`src/rtl/clk_divider_prog.sv`:
```
// Fully synchronous clock-enable generator: a free-running power-of-two bank plus
// a programmable divide-by-N channel whose ratio changes only at period boundaries.
module clk_divider_prog #(
  parameter int STAGES      = 4,
  parameter int CNT_W       = 8,
  parameter int DEFAULT_DIV = 4
) (
  input  logic              clk,
  input  logic              rst,
  input  logic [CNT_W-1:0]  div_val,
  input  logic              div_load,
  output logic [STAGES-1:0] div_pow,
  output logic              prog_clk,
  output logic              prog_tick,
  output logic              div_pending,
  output logic              div_err,
  output logic [CNT_W-1:0]  div_active
);

  typedef enum logic {ST_IDLE, ST_RUN} state_t;

  localparam logic [CNT_W-1:0] DEF_RATIO = CNT_W'(DEFAULT_DIV);
  localparam logic [CNT_W-1:0] ONE       = CNT_W'(1);
  localparam int               HW        = CNT_W + 1;

  state_t           state;
  logic [CNT_W-1:0] shadow;
  logic [CNT_W-1:0] cyc;

  logic             load_ok;
  logic             load_bad;
  logic             at_boundary;
  logic [CNT_W-1:0] next_ratio;
  logic [CNT_W-1:0] cyc_inc;
  logic [CNT_W:0]   high_len;

  // Idle (stopped or just out of reset) behaves as a permanent period boundary.
  always_comb begin
    load_bad    = div_load && (div_val == ONE);
    load_ok     = div_load && (div_val != ONE);
    next_ratio  = load_ok ? div_val : shadow;
    at_boundary = (state != ST_RUN) || (cyc == div_active - ONE);
    cyc_inc     = cyc + ONE;
    high_len    = ({1'b0, div_active} + HW'(1)) >> 1;
  end

  always_ff @(posedge clk) begin
    if (!rst) begin
      div_pow <= '0;
    end else begin
      div_pow <= div_pow + STAGES'(1);
    end
  end

  always_ff @(posedge clk) begin
    if (!rst) begin
      state       <= ST_IDLE;
      shadow      <= DEF_RATIO;
      div_active  <= DEF_RATIO;
      cyc         <= '0;
      prog_clk    <= 1'b0;
      prog_tick   <= 1'b0;
      div_pending <= 1'b0;
      div_err     <= 1'b0;
    end else begin
      div_err <= load_bad;
      shadow  <= next_ratio;
      if (at_boundary) begin
        div_active  <= next_ratio;
        div_pending <= 1'b0;
        if (next_ratio == '0) begin
          state     <= ST_IDLE;
          prog_clk  <= 1'b0;
          prog_tick <= 1'b0;
        end else begin
          state     <= ST_RUN;
          cyc       <= '0;
          prog_clk  <= 1'b1;
          prog_tick <= 1'b1;
        end
      end else begin
        cyc       <= cyc_inc;
        prog_tick <= 1'b0;
        prog_clk  <= ({1'b0, cyc_inc} < high_len);
        if (load_ok) begin
          div_pending <= 1'b1;
        end
      end
    end
  end

endmodule

```
`config.mk`:
```
export PLATFORM = sky130hd
export DESIGN_NAME = clk_divider_prog
export DESIGN_NICKNAME = d
export VERILOG_FILES = /design/src/rtl/clk_divider_prog.sv
export SDC_FILE = /design/constraint.sdc
export NUM_CORES = 1
export LEC_CHECK = 0
export CORE_UTILIZATION = 54
export DETAILED_ROUTE_END_ITERATION = 10
export PLACE_DENSITY = 0.79
export SYNTH_ARGS = -nofsm -noshare
export SYNTH_HDL_FRONTEND = slang
export SYNTH_SLANG_ARGS = --single-unit
```
`constraint.sdc`:
```
create_clock -name clk -period 3.24 [get_ports clk]
set_input_delay 0.648 -clock clk [delete_from_list [all_inputs] [get_ports clk]]
set_output_delay 0.648 -clock clk [all_outputs]
set_load 0.1 [all_outputs]
```
==> impl_metrics.py <==
metrics = {
    "critical_path": {
        "r2r_end": "prog_clk$_SDFF_PN0_",
        "r2r-start": "div_active[0]$_SDFFE_PN0P_",
        "end_kind": "register",
        "crit_fanout": 9,
        "critPathKind": "primary input to register",
        "reg2reg_slack_ps": 530,
        "worstSetupEndpoint": "state$_SDFFE_PN0P_",
        "worstRegToRegCells": 10,
        "setup.worst_path.start": "div_val[4]",
        "worst_setup_path_start_kind": "primary input",
        "critPathRequiredTime_ps": 3480,
        "arrival_ps": 2960,
    },
    "synthesis": {
        "yosys.cell_count.top_type": "dfxtp_1",
        "synth.avg_cell_area_um2": 8.74,
        "syn_inst": 225,
        "synth_area_mm2": 0.00197,
        "syn_nets": 247,
        "ys.flop_type": "dfxtp_1",
        "synth_top_area_cell": "dfxtp_1",
        "async_flop_share_pct": 0,
        "synth.ff_latch_count": 33,
        "yosys_warnings": 0,
        "seq_area_frac_synth_pct": 33.6,
        "synth_top_cells_by_count": "dfxtp_1, nand2_1, xnor2_1, mux2i_1, nor2b_1",
        "synth_area_leaders": "dfxtp_1, xnor2_1, mux2i_1",
        "synth_top_area_share_pct": 33.6,
        "synth_cell_types": 45,
        "synth_enable_flop_cells": 0,
    },
    "clock_tree": {
        "cts_tree": "yes",
        "cts_resized": 0,
        "clkSinkCount": 33,
        "postCtsSetupBuffers": 0,
        "clk_latency_ps": 340,
        "clkTransAtPathRegs_ps": 100,
        "h-tree-depth": 2,
        "cts_made_buffers": 5,
        "ctsRootBufferMaster": "clkbuf_4",
        "ctsLongestPathBuffers": 2,
        "postCtsHoldBufs": 0,
    },
    "timing": {
        "fin_ws_ps": 527,
        "setup_viol": 0,
        "report.final.slew_viol_count": 0,
        "worst_pin_slew_ps": 509,
        "rsz0062_at_grt": "false",
        "final_hold_viol_count": 0,
        "setup_tns_ps": 0,
        "min_period_over_period_pct": 83.7,
        "relSlewSlack_pct": 66.0,
        "fmax_ghz": 0.369,
        "clock-skew-final_ps": 4.25,
        "fin_crit_ps": 2710,
    },
    "route": {
        "wl_per_cell_um": 13.2,
        "drt_wl_total_um": 3890,
        "drtIter0Drc": 119,
        "dr.pass1.iters": 4,
        "wl_met1_um": 1900,
        "wl_met2_um": 1800,
        "ant_nets": 0,
        "vias_per_cell": 5.35,
        "vias": 1574,
        "wl_met3_um": 137,
        "top_layer_used": "met4",
        "drc_errors": 0,
    },
    "floorplanning": {
        "dieArea_mm2": 0.00389,
        "die_w_um": 62.4,
        "rows": 21,
        "die_y_um": 62.4,
        "ios": 27,
        "start_util_pct": 57.6,
        "coreArea_mm2": 0.00342,
    },
    "placed_design": {
        "dp_cells": 286,
        "gp_congestion": 0.804,
        "dp_slack_ps": 152,
        "dpl.hpwl_um": 2890,
        "io_buffer_count": 26,
    },
    "cells_and_area": {
        "num-fill-cells": 304,
        "area_growth_pct": 15.3,
        "drive_above_1_share_pct": 14.5,
        "seqCellArea_um2": 661,
        "multi_input_area_mm2": 0.00122,
        "final_core_util_pct": 66.4,
        "nNetsFinal": 269,
        "stdcell_count": 294,
        "diodes": 0,
    },
    "hold_path": {
        "hold_class": "register to register",
    },
    "global_routing": {
        "first_global_vias": 1425,
        "antenna_found_initial": 0,
        "grt_pass1_wl_um": 6770,
        "grt_max_degree": 32,
        "grtUsageTotal_pct": 22.3,
        "grt_overflow": 0,
    },
    "power": {
        "pwr_density_cell_mw_per_mm2": 413,
        "p_leak_uw": 0.000911,
        "comb_power_share_pct": 27.6,
        "clock_power_share_pct": 24.1,
        "sw_frac_of_total_pct": 36.1,
        "vdd_ir_drop_max_v": 0.000263,
        "p_seq_share_pct": 48.3,
        "p_int_uw": 598,
        "p_sw_uw": 338,
        "p_total_uw": 936,
    },
    "run_status": {
        "status": "completed",
    },
    "job": {
        "drv_cap": 0,
    },
}
==> metal layers <==
| layer | global-route usage (%) | vias to the layer above |
|---|---|---|
| li1 | - | 812 |
| met1 | 30.2 | 726 |
| met2 | 35.0 | 29 |
| met3 | 4.96 | 7 |
| met4 | 6.98 | 0 |
| met5 | 0 | - |
==> flip-flops by register name (all words and copies together) (netlist names) <==
signal,flops
cyc,8
div_active,8
div_err,1
div_pending,1
div_pow,4
prog_clk,1
prog_tick,1
shadow,8
state,1
==> power by group through the flow <==
stage | combinational [uW] | clock, uW | sequential [uW]
2_1_floorplan | 117 | 0 | 540
3_3_place_gp | 255 | 0 | 461
3_5_place_dp | 258 | 0 | 461
4_1_cts | 259 | 236 | 452
5_1_grt | 277 | 256 | 455
6_report | 258 | 226 | 452
==> kinds of logic after synthesis <==
kind of cell               after synthesis  share of synthesized area [%]
DFF                                     33                           33.6
xor gates and xnor gates                23                           10.2
AOI/OAI and AO/OA                       33                           10.9
adders and majority gates               11                           7.00
and+or+nand+nor                         87                           25.8
muxes                                   15                           7.63
buffers and inverters                   23                           4.83
==> through the flow <==
| step | area, um2 | hold slack [ps] |
|---|---|---|
| after floorplan | 1970 | 464 |
| after global placement | 2210 | 457 |
| after detailed placement | 2210 | 461 |
| after CTS | 2270 | 486 |
| after global routing | 2270 | 504 |
| final | 2270 | 482 |
==> worst max-delay path, stage by stage <==
cell,delay (ps)
clkdlybuf4s50_1,420
or4_4,560
o21ai_4,350
mux2i_1,350
nand4_1,150
nor2_2,190
nand2b_4,110
and2_1,170
==> area by class of cell <==
| class | instances | share of cell area [%] |
|---|---|---|
| multi-input cells | 169 | 53.7 |
| flip-flops and latches | 33 | 29.1 |
| repair buffers | 29 | 10.7 |
| well taps | 46 | 2.54 |
| clock buffers | 5 | 1.65 |
| inverters | 9 | 1.49 |
| clock inverters | 3 | 0.772 |
==> cells in the final DEF, fill, tap and decap left out, types with 4 or more instances in the layout <==
master	instances
xor2_1	4
o21ai_1	8
inv_1	9
and2_1	11
nor2b_1	13
nand3_1	11
nor3_1	6
o21ai_0	6
clkdlybuf4s50_1	10
nor2_1	7
dfxtp_1	33
clkbuf_4	5
xnor2_1	19
ha_1	11
buf_4	19
mux2i_1	15
a21oi_1	4
nand2_1	19
==> how the worst min path moves through the flow <==
stage                                      from               endpoint  slack, ps  cells past startpoint
final                     div_pow[0]$_SDFF_PN0_  div_pow[0]$_SDFF_PN0_        480                      1
after global routing      div_pow[0]$_SDFF_PN0_  div_pow[0]$_SDFF_PN0_        500                      1
after CTS                 div_pow[0]$_SDFF_PN0_  div_pow[0]$_SDFF_PN0_        490                      1
after detailed placement  div_pow[0]$_SDFF_PN0_  div_pow[0]$_SDFF_PN0_        460                      1
after global placement    div_pow[0]$_SDFF_PN0_  div_pow[0]$_SDFF_PN0_        460                      1
after floorplan            shadow[2]$_SDFF_PN1_   shadow[2]$_SDFF_PN1_        460                      2
(Power assumes the default switching activity.)
